--- config.mk ---
export PLATFORM = sky130hd
export DESIGN_NAME = seg_mem_sequencer
export DESIGN_NICKNAME = d
export VERILOG_FILES = /design/src/rtl/seg_mem_sequencer.sv
export SDC_FILE = /design/constraint.sdc
export NUM_CORES = 1
export LEC_CHECK = 0
export CORE_MARGIN = 2
export CORE_UTILIZATION = 40
export DETAILED_ROUTE_END_ITERATION = 12
export PLACE_DENSITY_LB_ADDON = 0.25
export SLEW_MARGIN = 40
export SYNTH_ARGS = -nofsm -noshare
export SYNTH_HDL_FRONTEND = slang
export SYNTH_SLANG_ARGS = --single-unit
--- constraint.sdc ---
create_clock -name clk_i -period 3.35 [get_ports clk_i]
set_input_delay 0.5025 -clock clk_i [delete_from_list [all_inputs] [get_ports clk_i]]
set_output_delay 0.5025 -clock clk_i [all_outputs]
set_load 0.01 [all_outputs]
--- src/rtl/seg_mem_sequencer.sv ---
// seg_mem_sequencer
//   Breaks one segmented vector memory request (nf+1 fields, elements
//   vstart..vl-1) into single-element micro-ops. Micro-ops are issued
//   element-major: every field of element i goes out before element i+1.
//   Responses come back in order. A small FIFO keeps the vstart of each
//   micro-op that is still in flight, so the first faulting element can be
//   reported.
//
// Ports
//   clk_i, rst_ni          clock, asynchronous active-low reset
//   flush_i                synchronous abort, takes priority over everything
//   req_*                  segment request (valid/ready), nf, vstart, vl, vd, is_load
//   uop_*                  micro-op (valid/ready), vstart, vl, vd, field index
//   uop_resp_valid_i/exc_i in-order micro-op responses
//   backend_idle_i         backend has fully drained
//   done_*                 one-cycle completion pulse with exception info
//   busy_o                 high whenever a request is being worked on
//
// state    | meaning
// ---------+------------------------------------------------------------
// StIdle   | waiting for a request, req_ready_o high
// StIssue  | issuing micro-ops, limited by the outstanding count
// StDrain  | no more issue; waiting for responses and an idle backend
// StDone   | one-cycle completion pulse on done_valid_o

module seg_mem_sequencer #(
    parameter int unsigned NrFieldsW      = 3,
    parameter int unsigned VlenW          = 16,
    parameter int unsigned MaxOutstanding = 4
) (
    input  logic                 clk_i,
    input  logic                 rst_ni,
    input  logic                 flush_i,

    input  logic                 req_valid_i,
    output logic                 req_ready_o,
    input  logic [NrFieldsW-1:0] req_nf_i,
    input  logic [VlenW-1:0]     req_vstart_i,
    input  logic [VlenW-1:0]     req_vl_i,
    input  logic [4:0]           req_vd_i,
    input  logic                 req_is_load_i,

    output logic                 uop_valid_o,
    input  logic                 uop_ready_i,
    output logic [VlenW-1:0]     uop_vstart_o,
    output logic [VlenW:0]       uop_vl_o,
    output logic [4:0]           uop_vd_o,
    output logic [NrFieldsW-1:0] uop_field_o,

    input  logic                 uop_resp_valid_i,
    input  logic                 uop_resp_exc_i,
    input  logic                 backend_idle_i,

    output logic                 done_valid_o,
    output logic                 done_exc_o,
    output logic [VlenW-1:0]     done_vstart_o,
    output logic                 done_is_load_o,
    output logic                 busy_o
);

    localparam int unsigned CntW = $clog2(MaxOutstanding + 1);
    localparam int unsigned PtrW = (MaxOutstanding > 1) ? $clog2(MaxOutstanding) : 1;
    localparam logic [CntW-1:0] CntMax  = CntW'(MaxOutstanding);
    localparam logic [PtrW-1:0] PtrLast = PtrW'(MaxOutstanding - 1);

    typedef enum logic [1:0] {
        StIdle,
        StIssue,
        StDrain,
        StDone
    } state_e;

    state_e               state_q, state_d;
    logic [NrFieldsW-1:0] nf_q, nf_d;
    logic [NrFieldsW-1:0] field_q, field_d;
    logic [VlenW-1:0]     vstart_q, vstart_d;
    logic [VlenW-1:0]     vl_q, vl_d;
    logic [VlenW-1:0]     done_vstart_q, done_vstart_d;
    logic [4:0]           vd_q, vd_d;
    logic                 is_load_q, is_load_d;
    logic                 exc_q, exc_d;
    logic [CntW-1:0]      out_cnt_q, out_cnt_d;
    logic [PtrW-1:0]      wr_ptr_q, wr_ptr_d;
    logic [PtrW-1:0]      rd_ptr_q, rd_ptr_d;
    logic [VlenW-1:0]     fifo_q [MaxOutstanding];
    logic [VlenW-1:0]     fifo_d [MaxOutstanding];

    logic                 uop_valid;
    logic                 uop_fire;
    logic                 resp_fire;
    logic                 last_uop;
    logic [VlenW:0]       vstart_inc;
    logic [4:0]           field5;

    assign vstart_inc = {1'b0, vstart_q} + (VlenW+1)'(1);
    assign field5     = 5'(field_q);

    // Issue stops as soon as a fault is known; the outstanding limit also
    // guarantees the tracker FIFO can never overflow.
    assign uop_valid = (state_q == StIssue) && !exc_q && (out_cnt_q < CntMax);
    assign uop_fire  = uop_valid && uop_ready_i;
    // Stray responses with nothing in flight are dropped.
    assign resp_fire = uop_resp_valid_i && (out_cnt_q != '0);
    assign last_uop  = (field_q == nf_q) && (vstart_inc == {1'b0, vl_q});

    always_comb begin
        state_d       = state_q;
        nf_d          = nf_q;
        field_d       = field_q;
        vstart_d      = vstart_q;
        vl_d          = vl_q;
        done_vstart_d = done_vstart_q;
        vd_d          = vd_q;
        is_load_d     = is_load_q;
        exc_d         = exc_q;
        out_cnt_d     = out_cnt_q;
        wr_ptr_d      = wr_ptr_q;
        rd_ptr_d      = rd_ptr_q;
        fifo_d        = fifo_q;

        case ({uop_fire, resp_fire})
            2'b10:   out_cnt_d = out_cnt_q + CntW'(1);
            2'b01:   out_cnt_d = out_cnt_q - CntW'(1);
            default: out_cnt_d = out_cnt_q;
        endcase

        if (uop_fire) begin
            fifo_d[wr_ptr_q] = vstart_q;
            wr_ptr_d = (wr_ptr_q == PtrLast) ? '0 : wr_ptr_q + PtrW'(1);
        end
        if (resp_fire) begin
            rd_ptr_d = (rd_ptr_q == PtrLast) ? '0 : rd_ptr_q + PtrW'(1);
        end

        case (state_q)
            StIdle: begin
                if (req_valid_i) begin
                    nf_d      = req_nf_i;
                    vl_d      = req_vl_i;
                    vd_d      = req_vd_i;
                    is_load_d = req_is_load_i;
                    vstart_d  = req_vstart_i;
                    field_d   = '0;
                    exc_d     = 1'b0;
                    if (req_vstart_i >= req_vl_i) begin
                        done_vstart_d = req_vl_i;
                        state_d       = StDone;
                    end else begin
                        state_d = StIssue;
                    end
                end
            end
            StIssue: begin
                if (uop_fire) begin
                    if (field_q == nf_q) begin
                        field_d  = '0;
                        vstart_d = vstart_q + VlenW'(1);
                    end else begin
                        field_d = field_q + NrFieldsW'(1);
                    end
                    if (last_uop) begin
                        state_d = StDrain;
                    end
                end
            end
            StDrain: begin
            end
            StDone: begin
                state_d = StIdle;
            end
            default: begin
                state_d = StIdle;
            end
        endcase

        // First faulting response wins; the FIFO head is the element it
        // belongs to because responses return in issue order.
        if (resp_fire && uop_resp_exc_i && !exc_q) begin
            exc_d         = 1'b1;
            done_vstart_d = fifo_q[rd_ptr_q];
            if (state_q == StIssue) begin
                state_d = StDrain;
            end
        end

        // Uses the next-cycle count so a final response in this cycle counts.
        if ((state_q == StDrain) && (out_cnt_d == '0) && backend_idle_i) begin
            state_d = StDone;
            if (!exc_d) begin
                done_vstart_d = vl_q;
            end
        end

        if (flush_i) begin
            state_d       = StIdle;
            field_d       = '0;
            vstart_d      = '0;
            done_vstart_d = '0;
            exc_d         = 1'b0;
            out_cnt_d     = '0;
            wr_ptr_d      = '0;
            rd_ptr_d      = '0;
            fifo_d        = '{default: '0};
        end
    end

    always_ff @(posedge clk_i or negedge rst_ni) begin
        if (!rst_ni) begin
            state_q       <= StIdle;
            nf_q          <= '0;
            field_q       <= '0;
            vstart_q      <= '0;
            vl_q          <= '0;
            done_vstart_q <= '0;
            vd_q          <= '0;
            is_load_q     <= 1'b0;
            exc_q         <= 1'b0;
            out_cnt_q     <= '0;
            wr_ptr_q      <= '0;
            rd_ptr_q      <= '0;
            fifo_q        <= '{default: '0};
        end else begin
            state_q       <= state_d;
            nf_q          <= nf_d;
            field_q       <= field_d;
            vstart_q      <= vstart_d;
            vl_q          <= vl_d;
            done_vstart_q <= done_vstart_d;
            vd_q          <= vd_d;
            is_load_q     <= is_load_d;
            exc_q         <= exc_d;
            out_cnt_q     <= out_cnt_d;
            wr_ptr_q      <= wr_ptr_d;
            rd_ptr_q      <= rd_ptr_d;
            fifo_q        <= fifo_d;
        end
    end

    // All outputs decode from registers only. Payloads are zeroed when not
    // valid; they only move on a handshake, so they hold under backpressure.
    assign req_ready_o    = (state_q == StIdle);
    assign busy_o         = (state_q != StIdle);
    assign uop_valid_o    = uop_valid;
    assign uop_vstart_o   = uop_valid ? vstart_q : '0;
    assign uop_vl_o       = uop_valid ? vstart_inc : '0;
    assign uop_vd_o       = uop_valid ? (vd_q + field5) : '0;
    assign uop_field_o    = uop_valid ? field_q : '0;
    assign done_valid_o   = (state_q == StDone);
    assign done_exc_o     = done_valid_o && exc_q;
    assign done_is_load_o = done_valid_o && is_load_q;
    assign done_vstart_o  = done_valid_o ? done_vstart_q : '0;

endmodule

# After elaboration in Yosys (flattened, before gate mapping)
# Cells that the tools add are included.
# totals
regBits	134
out_inout_bits	63
word_cells	117
# classes
addsub	8
magnitude_cmp	5
eq_ne	12
mux	51
bitwise_logic	2
reduce_logical	23
# op_table
cell	n
$mux W16	16
$mux W64	2
$bwmux W64	1
$bmux W16 S2	1
$demux W16 S2	1
$pmux W16 S2	1
$mux W2	14
$mux W3	6
$add A16 B1 Y17 const B	1
$eq A17 B16 Y1	1
$mux W17	1
$add A16 B1 Y16 const B	1
$ge A16 B16 Y1	1
$logic_and A1 B1 Y1	12
$pmux W3 S2	2
$eq A2 B2 Y1 const B	5
$add A3 B1 Y3 const B	2
$ge A3 B3 Y1 const B	2
$ne A3 B3 Y1 const B	2
$not A2 Y3	2
$pmux W2 S3	1
$reduce_bool A2 Y1	3
$reduce_bool A3 Y1	2
$add A5 B3 Y5	1
other kinds (15)	20

# Logic depth before layout (Yosys ltp)
# Gate-level depths: netlist of run 1.
# depth
word_depth	11
depth_mapped	17
mapped_depth_nobuf	14

# Worst setup path after synthesis of run 1
# OpenSTA, ideal clock, no wires.
# synth_timing
kind	reg-to-reg
from	reg state_q[1]
to	reg done_vstart_q[7]
setup_time_ns	0.083
t_arrival_ns	3.170
slack_ns	0.097
stages_incl_launch_ff	18
n_path_buf	3
path_cell_list	dfrtp_1 nand2b_4 or3_1 buf_2 clkinv_2 and2_4 buf_6 inv_4 ha_1 fa_1 xnor2_1 nor2_1 xnor2_1 nand3_1 nor2_1 clkbuf_1 nand2_1 o21ai_0
# synth_between
elab_chain_len	11
# synth_rtl
element	line	rtl
start: declaration	73	state_e state_q, state_d;
start signal: assignment	209	state_q <= StIdle;
start signal: assignment	223	state_q <= state_d;
$eq A2 B1 Y1	100	assign uop_valid = (state_q == StIssue) && !exc_q && (out_cnt_q < CntMax);
$logic_and A1 B1 Y1 (2 in a row)	100	
$logic_and A1 B1 Y1	101	assign uop_fire = uop_valid && uop_ready_i;
$eq A2 B1 Y1 or $eq A2 B2 Y1 (tied branches)	121	case ({uop_fire, resp_fire})
$pmux W3 S2	121	
$logic_not A3 Y1	187	if ((state_q == StDrain) && (out_cnt_d == '0) && backend_idle_i) begin
$logic_and A1 B1 Y1 (2 in a row)	187	
$mux W16 (*)	187	
$mux W16 (*)	194	if (flush_i) begin
named net done_vstart_d[7]	78	logic [VlenW-1:0] done_vstart_q, done_vstart_d;
end signal: assignment	228	done_vstart_q <= done_vstart_d;
end: declaration	78	
# Mark *: on every way through the listed nets, which the timed path passes. The rest lies on a longest branch.
# A chain may end at the register's enable or synchronous reset.

# Worst setup path in the final report of run 1
# layout_timing
from	reg vstart_q[2]
to	out uop_vl_o[11]
# layout_between
elab_chain_len	2
# layout_rtl
element	line	rtl
start: declaration	76	logic [VlenW-1:0] vstart_q, vstart_d;
start signal: assignment	226	vstart_q <= vstart_d;
$add A16 B1 Y17	95	assign vstart_inc = {1'b0, vstart_q} + (VlenW+1)'(1);
$mux W17	245	assign uop_vl_o = uop_valid ? vstart_inc : '0;
end: declaration	46	output logic [VlenW:0] uop_vl_o,
# Every way passes these cells.

==> reports/results.tsv, run 1 <==
metric	value	unit
status	complete, no violations	
firstDrtPassIters	6	
crit_path_start_kind	flip-flop	
cts_root_buffer	clkbuf_16	
die_x	146.2	microns
final_nets	1126	
clkPwrFrac	0.355	
antenna_found_initial	0	
combPwrFrac	0.281	
avgSynthCellArea	8.411	sq um
yosysUniqueCellTypes	67	
final_cell_mix	nand2_1 (217), dfrtp_1 (133), clkdlybuf4s50_1 (109)	
die_h	146.2	microns
cts_setup_buffers	0	
routed_wl	24810	microns
start_util	0.4113	
switching_power	1.943	mW
seqPwrFrac	0.365	
crit_arrival	2690	ps
cts_tree	yes	
slew_headroom	0.4481	
wl_per_cell	18.69	microns
tightestPinTransition	827.8	ps
rsz0062_at_grt	true	
ys_seq_area_frac	0.4149	
crit_type	flip-flop to primary output	
fin_util	0.5164	
pwr_density_cell	566.2	nW/um^2
netlist_area	8083	sq um
fin_crit_sh	0.9545	
fin_tns_setup	0	ps
synthCells	961	
coreArea	19650	sq um
layout_min_cycle_time	3197	ps
final_common_cell	nand2_1	
finalHoldViolCount	0	
layout-drive-gt1-share	0.09887	
dieArea	21360	sq um
hp-class	primary input to asynchronous set/reset pin	
syn_nets	1038	
htree_levels	4	
synth_edf_count	0	
clkLatencyLatePin	430	ps
synth_area_leaders	dfrtp_1 (41%), nand2_1 (10%), a21oi_1 (5.5%)	
drv_slew	0	
post-place-ws	148.2	ps
cts-resized-gates	0	
crit_fanout	8	
num-fill-cells	1927	
swShare	0.3382	
overflow	0	
port-buffer-count	111	
hpwl	17740	microns
setup_viol	0	
yosysWarnings	0	
max-cap-violations	0	
num_antenna_cells	0	
clkSlewWorstSetupHoldPaths	60	ps
grt_max_degree	69	
cts_hold_buf	0	
ys.flop_type	dfrtp_1	
yosysTopAreaCell	dfrtp_1	
track_usage	0.2351	
vias_per_cell	5.533	
drc	0	
drt_iter0_markers	664	
fin_ws	152.5	ps
ir_worst_vdd	0.0003409	V
leakage	4.277	nW
end_kind	primary output	
total_power	5.746	mW
pin_count	112	
synth_top_cell_area_share	0.4149	
p_int	3.803	mW
fmax	0.3127	GHz
vias	7342	
async_flop_share	1.000	
rows	51	
numCtsBuffers	17	
clockBufferDepth	2	
grt_pass1_wl	39320	microns
gp_congestion	0.8938	
ant_nets	0	
fin_skew	8.847	ps
cts.sinks	134	
synth-seq-cells	134	
area_delta_synth_final	25.56	%
grt_pass1_vias	7076	
cp.required	2850	ps
-- layout make-up --
cell class	count	area [sq um]	share of cell area
timing repair buffer	145	1388	0.1367
inverter	29	112.6	0.01110
clock inverter	14	198.9	0.01960
multi-input combinational	722	4324	0.4261
clock buffer	18	439.2	0.04327
sequential	134	3354	0.3305
tap	265	331.6	0.03267
-- state kept, by name, indices dropped and copies added, names as in the netlist --
register,flops
done_vstart_q,16
exc_q,1
field_q,3
fifo_q,64
is_load_q,1
nf_q,3
out_cnt_q,3
rd_ptr_q,2
state_q,2
vd_q,5
vl_q,16
vstart_q,16
wr_ptr_q,2
-- power groups by stage --
stage               logic, mW  registers, mW  clock network (mW)
floorplan                1.09           1.98                   0
global placement         1.58           2.11                   0
detailed placement       1.60           2.11                   0
CTS                      1.61           2.09                2.06
global route             1.77           2.13                2.13
finish                   1.61           2.10                2.04
-- cell families (layout without fill, tap and decap cells) --
kind of cell | Yosys count | in the layout | share of synthesized area
and+or+nand+nor | 410 | 410 | 0.2351
AOI/OAI and AO/OA | 229 | 229 | 0.1593
DFF | 134 | 134 | 0.4149
buffers and inverters | 105 | 206 | 0.05263
xor gates and xnor gates | 35 | 35 | 0.04319
adders and majority gates | 28 | 28 | 0.04520
muxes | 20 | 20 | 0.04969
-- metal layers --
| layer | global-route usage | share of wire | routed length, microns |
|---|---|---|---|
| met5 | 0 | 0 | 0 |
| met4 | 0.08738 | 0.024 | 602 |
| met1 | 0.3124 | 0.44 | 10900 |
| met3 | 0.04688 | 0.061 | 1505 |
| met2 | 0.3825 | 0.48 | 11790 |
-- per-stage QoR --
| stage | instances | cell area (sq um) | hold slack (ps) |
|---|---|---|---|
| final | 1327 | 10150 | 50.10 |
| after global routing | 1327 | 10150 | 100.1 |
| after CTS | 1327 | 10130 | 87.26 |
| after detailed placement | 1295 | 9489 | 471.3 |
| after global placement | 1295 | 9489 | 465.6 |
| after floorplan | 961 | 8083 | 206.9 |
-- worst max-delay path: stages (launching register included) --
cell and delay, ps:
dfrtp_1 500, nand3_1 380, nor4_2 590, xnor2_1 150
nor2_1 100, clkdlybuf4s50_1 540
-- synthesized netlist by cell type (all sizes together), types with 5 or more instances --
master / n
ha: 26
nand3: 18
inv: 28
nor2b: 5
o22ai: 15
clkbuf: 66
nand2: 218
a21oi: 89
nor4: 7
a211oi: 7
buf: 10
nor3b: 7
a22oi: 6
mux4: 16
o21ai: 87
nand4: 8
nor3: 16
a31oi: 5
xor2: 12
nor2: 61
and3: 28
dfrtp: 134
xnor2: 20
and2: 23
-- final timing paths --
| kind | slack, ps | startpoint | cells past startpoint | end |
|---|---|---|---|---|
| min in group clk_i | 480 | is_load_q | 2 | is_load_q |
| hold / removal | 50 | rst_ni | 1 | vl_q[11] |
| setup reg to reg | 240 | state_q[1] | 15 | done_vstart_q[14] |
| max in group asynchronous | 2490 | rst_ni | 2 | fifo_q[43] |
| setup / recovery | 150 | vstart_q[2] | 5 | uop_vl_o[11] |
| hold reg to reg | 480 | is_load_q | 2 | is_load_q |
Note: power is estimated with default switching activity, not from simulation.
==> run 2, diff against run 1 <==
--- a/config.mk
+++ b/config.mk
@@ -5,8 +5,10 @@
 export SDC_FILE = /design/constraint.sdc
 export NUM_CORES = 1
 export LEC_CHECK = 0
+export CELL_PAD_IN_SITES_DETAIL_PLACEMENT = 1
+export CELL_PAD_IN_SITES_GLOBAL_PLACEMENT = 2
 export CORE_MARGIN = 2
-export CORE_UTILIZATION = 40
+export CORE_UTILIZATION = 30
 export DETAILED_ROUTE_END_ITERATION = 12
 export PLACE_DENSITY_LB_ADDON = 0.25
 export SLEW_MARGIN = 40
==> run 2 against run 1 <==
Against the previous run: non-clock buffer count up 11; largest power group is now clock; largest cell class unchanged; register-to-register slack hardly changed; combinational power rose by 8%; sequential power about the same; final cell count rose by 6.6%; die area grew 32%.
==> reports/results.tsv, run 2 (synthesized netlist as in run 1, its figures left out) <==
metric	value	unit	change
grt.met3_usage	0.03009		was 0.04688
clkSlewWorstSetupHoldPaths	70	ps	was 60 ps
hpwl	21520	microns	was 17740 microns
pin_count	112		unchanged
num-fill-cells	3124		was 1927
grt_pass1_vias	7798		was 7076
dieArea	28270	sq um	was 21360 sq um
final_common_cell	nand2_1		unchanged
slew_headroom	0.4571		was 0.4481
drc	0		unchanged
coreArea	26730	sq um	was 19650 sq um
grt_max_degree	71		was 69
fmax	0.3143	GHz	was 0.3127 GHz
final_nets	1137		was 1126
crit_type	flip-flop to primary output		unchanged
cts_tree	yes		unchanged
leakage	4.324	nW	was 4.277 nW
gp_congestion	0.8103		was 0.8938
cts_root_buffer	clkbuf_16		unchanged
fin_util	0.3856		was 0.5164
clockBufferDepth	2		unchanged
hp-class	primary input to asynchronous set/reset pin		unchanged
htree_levels	4		unchanged
total_power	5.888	mW	was 5.746 mW
firstDrtPassIters	4		was 6
ant_nets	0		unchanged
cp.required	2850	ps	about the same
fin_skew	12.93	ps	was 8.847 ps
routed_wl	29740	microns	was 24810 microns
track_usage	0.2156		was 0.2351
pwr_density_cell	571.3	nW/um^2	was 566.2 nW/um^2
antenna_found_initial	0		unchanged
end_kind	primary output		unchanged
largest_register_ffs	64		unchanged
port-buffer-count	111		unchanged
rows	60		was 51
fin_tns_setup	0	ps	unchanged
fin_crit_sh	0.9497		was 0.9545
switching_power	2.129	mW	was 1.943 mW
vias_per_cell	5.168		was 5.533
overflow	0		unchanged
combPwrFrac	0.296		was 0.281
use_met2	0.3732		was 0.3825
p_int	3.759	mW	was 3.803 mW
status	complete, no violations		unchanged
finalHoldViolCount	0		unchanged
drv_slew	0		unchanged
final_cell_mix	nand2_1 (217), dfrtp_1 (132), clkdlybuf4s50_1 (109)		was nand2_1 (217), dfrtp_1 (133), clkdlybuf4s50_1 (109)
ir_worst_vdd	0.0002991	V	was 0.0003409 V
vias	7308		was 7342
die_x	168.1	microns	was 146.2 microns
crit_path_start_kind	flip-flop		unchanged
grt_pass1_wl	46490	microns	was 39320 microns
crit_fanout	22		was 8
area_delta_synth_final	27.51	%	was 25.56%
wl_per_cell	21.03	microns	was 18.69 microns
numCtsBuffers	17		unchanged
die_h	168.1	microns	was 146.2 microns
clkLatencyLatePin	440	ps	was 430 ps
layout-drive-gt1-share	0.1081		was 0.09887
regMostFlops	fifo_q		unchanged
rsz0062_at_grt	false		was true
cts.sinks	134		unchanged
seqPwrFrac	0.351		was 0.365
num_antenna_cells	0		unchanged
layout_min_cycle_time	3182	ps	was 3197 ps
start_util	0.3024		was 0.4113
tightestPinTransition	814.3	ps	was 827.8 ps
grt-busiest-layer	met2		unchanged
drt_iter0_markers	421		was 664
swShare	0.3616		was 0.3382
crit_arrival	2680	ps	was 2690 ps
setup_viol	0		unchanged
clkPwrFrac	0.353		was 0.355
met1_usage	0.2872		was 0.3124
max-cap-violations	0		unchanged
[run 2: path summary, 6_finish.rpt]
| check | start | endpoint | slack (ps) | depth (start not counted) |
|---|---|---|---|---|
| max in group asynchronous | rst_ni | rd_ptr_q[1] | 2480 | 2 |
| hold reg to reg | vd_q[2] | vd_q[2] | 490 | 2 |
| setup / recovery | state_q[1] | uop_vl_o[16] | 170 | 8 |
| hold / removal | rst_ni | fifo_q[13] | 60 | 1 |
| min in group clk_i | flush_i | out_cnt_q[2] | 400 | 2 |
| setup reg to reg | state_q[1] | done_vstart_q[12] | 240 | 15 |
[run 2: through the flow]
stage                     area (sq um)  hold slack (ps)  worst slack (ps)  std cells
after floorplan                   8083            206.9             96.97        961
after global placement            9639            457.7             74.11       1380
after detailed placement          9641            468.1             47.77       1380
after CTS                        10270            59.17             72.13       1412
after global routing             10310            72.69             3.195       1414
final                            10310            55.24             168.4       1414
[run 2: layer usage]
layer  part of all wire  vias to the layer above
met1               0.46                     3671
met3              0.029                       21
li1                   -                     3501
met4              0.012                        0
met2               0.50                      115
met5                  0                        -
[run 2: area by class of cell]
| type | count | area, sq um | area share |
|---|---|---|---|
| multi-input combinational | 722 | 4320 | 0.4192 |
| clock inverter | 15 | 207.7 | 0.02015 |
| timing repair buffer | 156 | 1458 | 0.1414 |
| clock buffer | 17 | 425.4 | 0.04128 |
| sequential | 134 | 3356 | 0.3256 |
| inverter | 29 | 112.6 | 0.01093 |
| tap | 341 | 426.7 | 0.04140 |
[run 2: repair_timing]
item	in CTS	in global routing
setup endpoints to repair	0	5
hold buffers	0	0
endpoints found under the hold margin	0	0
resized for setup	0	4
buffers inserted	0	2
[run 2: power by group through the flow]
stage               combinational (mW)  clock, mW  sequential [mW]
finish                            1.74       2.08             2.07
global route                      1.92       2.19             2.10
floorplan                         1.09          0             1.98
CTS                               1.75       2.13             2.07
global placement                  1.72          0             2.09
detailed placement                1.74          0             2.10
[run 2: worst max-delay path: stages, from the launching register on]
cell	delay, ps
dfrtp_1	390
nand2b_4	150
or3_4	340
clkinv_2	70
buf_4	280
and2_1	220
nand3_1	80
nor2_1	130
clkdlybuf4s50_1	560
==> run 3, diff against run 2 <==
--- a/config.mk
+++ b/config.mk
@@ -8,7 +8,8 @@
 export CELL_PAD_IN_SITES_DETAIL_PLACEMENT = 1
 export CELL_PAD_IN_SITES_GLOBAL_PLACEMENT = 2
 export CORE_MARGIN = 2
-export CORE_UTILIZATION = 30
+export CORE_UTILIZATION = 33
+export CTS_CLUSTER_SIZE = 12
 export DETAILED_ROUTE_END_ITERATION = 12
 export PLACE_DENSITY_LB_ADDON = 0.25
 export SLEW_MARGIN = 40
==> constraint.sdc (replaced) <==
create_clock -name clk_i -period 3.33 [get_ports clk_i]
set_input_delay 0.4995 -clock clk_i [delete_from_list [all_inputs] [get_ports clk_i]]
set_output_delay 0.4995 -clock clk_i [all_outputs]
set_load 0.01 [all_outputs]
==> run 3 against run 2 <==
Against the previous run: hold slack improved by 30 ps; via count down 0.26%; sequential power about the same; critical endpoint unchanged; highest routed layer unchanged.
==> reports/results.tsv, run 3 (synthesized netlist as in run 1, its figures left out) <==
metric	value	unit	change
clkSlewWorstSetupHoldPaths	70	ps	about the same
fmax	0.3133	GHz	
wl_per_cell	20.50	microns	was 21.03 microns
tightestPinTransition	808.2	ps	was 814.3 ps
pin_count	112		unchanged
leakage	4.285	nW	was 4.324 nW
ir_worst_vdd	0.0002305	V	was 0.0002991 V
regMostFlops	fifo_q		unchanged
cp.required	2830	ps	was 2850 ps
gp_congestion	0.8280		was 0.8103
switching_power	2.148	mW	was 2.129 mW
layout-drive-gt1-share	0.1055		was 0.1081
rows	57		was 60
crit_type	flip-flop to primary output		unchanged
crit_arrival	2690	ps	was 2680 ps
dieArea	25760	sq um	was 28270 sq um
crit_chain	nand2b_4 -> or3_1 -> clkinv_2 -> buf_4 -> and2_1 -> nand3_1 -> nor2_1 -> clkdlybuf4s50_1		was nand2b_4 -> or3_4 -> clkinv_2 -> buf_4 -> and2_1 -> nand3_1 -> nor2_1 -> clkdlybuf4s50_1
hp-class	primary input to asynchronous set/reset pin		unchanged
slew_headroom	0.4612		was 0.4571
largest_register_ffs	64		unchanged
overflow	0		unchanged
clkLatencyLatePin	440	ps	about the same
area_delta_synth_final	26.41	%	was 27.51%
status	complete, no violations		unchanged
ant_nets	0		unchanged
rsz0062_at_grt	false		unchanged
cts.sinks	134		unchanged
num-fill-cells	2829		was 3124
drc	0		unchanged
final_nets	1135		was 1137
layout_min_cycle_time	3192	ps	
fin_crit_sh	0.9586		
grt_pass1_wl	45130	microns	was 46490 microns
setup_viol	0		unchanged
fin_skew	16.25	ps	was 12.93 ps
firstDrtPassIters	6		was 4
antenna_found_initial	0		unchanged
cts_root_buffer	clkbuf_16		unchanged
p_int	3.555	mW	was 3.759 mW
pwr_density_cell	558.2	nW/um^2	was 571.3 nW/um^2
final_common_cell	nand2_1		unchanged
rrSetupSlack	200	ps	was 240 ps
clockBufferDepth	2		unchanged
numCtsBuffers	17		unchanged
max-cap-violations	0		unchanged
seqPwrFrac	0.369		was 0.351
coreArea	24180	sq um	was 26730 sq um
finalHoldViolCount	0		unchanged
routed_wl	28600	microns	was 29740 microns
vias_per_cell	5.225		was 5.168
die_x	160.5	microns	was 168.1 microns
vias	7289		was 7308
grt_pass1_vias	7716		was 7798
htree_levels	4		unchanged
fin_tns_setup	0	ps	unchanged
max_stage_delay	560	ps	about the same
cp_slowest_cell	clkdlybuf4s50_1		unchanged
end_kind	primary output		unchanged
grt_max_degree	71		unchanged
clkPwrFrac	0.332		was 0.353
track_usage	0.2284		was 0.2156
port-buffer-count	111		unchanged
drt_iter0_markers	369		was 421
hpwl	20770	microns	was 21520 microns
crit_fanout	22		unchanged
cp_num_buf_inv	3		unchanged
final_cell_mix	nand2_1 (217), dfrtp_1 (133), clkdlybuf4s50_1 (109)		was nand2_1 (217), dfrtp_1 (132), clkdlybuf4s50_1 (109)
start_util	0.3343		was 0.3024
combPwrFrac	0.299		was 0.296
num_antenna_cells	0		unchanged
total_power	5.703	mW	was 5.888 mW
crit_path_start_kind	flip-flop		unchanged
cts_setup_buffers	0		unchanged
cts_tree	yes		unchanged
drv_slew	0		unchanged
critPathTopFamily	simple AND/OR/NAND/NOR gates		unchanged
die_h	160.5	microns	was 168.1 microns
swShare	0.3766		was 0.3616
## run 3: cell count changes in the layout (fill, tap and decap cells not counted), sizes merged
cell      change
bufinv        -3
clkinvlp      +1
clkinv        +2
buf           -2
## run 3: metal layers
layer  share of wire  vias to the layer above  global-route usage
met2            0.50                      101              0.3969
li1                -                     3494                   -
met1            0.46                     3680              0.3050
met4          0.0089                        0             0.04627
met3           0.033                       14             0.03202
met5               0                        -                   0
## run 3: power by group through the flow
| stage | clock (mW) | sequential, mW | combinational, mW |
|---|---|---|---|
| finish | 1.90 | 2.10 | 1.70 |
| global route | 2.00 | 2.14 | 1.88 |
| CTS | 1.93 | 2.10 | 1.71 |
| detailed placement | 0 | 2.13 | 1.70 |
| global placement | 0 | 2.13 | 1.68 |
| floorplan | 0 | 1.99 | 1.10 |
## run 3: what timing repair did
item	CTS	global route
resized for setup	1	3
pin swaps	0	0
setup endpoints to repair	1	9
hold buffers	0	0
## run 3: final cells by class
type	instances	area (sq um)	share of cell area
flip-flops and latches	134	3354	0.3283
well taps	324	405.4	0.03968
repair buffers	154	1443	0.1412
clock inverters	15	156.4	0.01531
multi-input cells	722	4320	0.4229
inverters	29	112.6	0.01102
clock buffers	17	425.4	0.04164
## run 3: stage by stage
stage               cells  setup slack, ps    util  hold slack, ps  cell area (sq um)
floorplan             961            76.97       -           203.9               8083
global placement     1363            53.05  0.3978           455.1               9618
detailed placement   1363            52.31  0.3978           471.4               9618
CTS                  1395            78.13  0.4220           109.6              10200
global route         1395            2.373  0.4226           131.4              10220
finish               1395            137.7  0.4226           84.77              10220
## run 3: path summary, 6_finish.rpt
path | from | to | depth (start not counted)
worst max-delay path | state_q[1] | uop_vl_o[16] | 8
worst min register to register | is_load_q | is_load_q | 2
worst min-delay path | rst_ni | vd_q[0] | 1
worst max register to register | state_q[1] | state_q[0] | 14
min in group clk_i | flush_i | exc_q | 2
max in group asynchronous | rst_ni | fifo_q[5] | 2
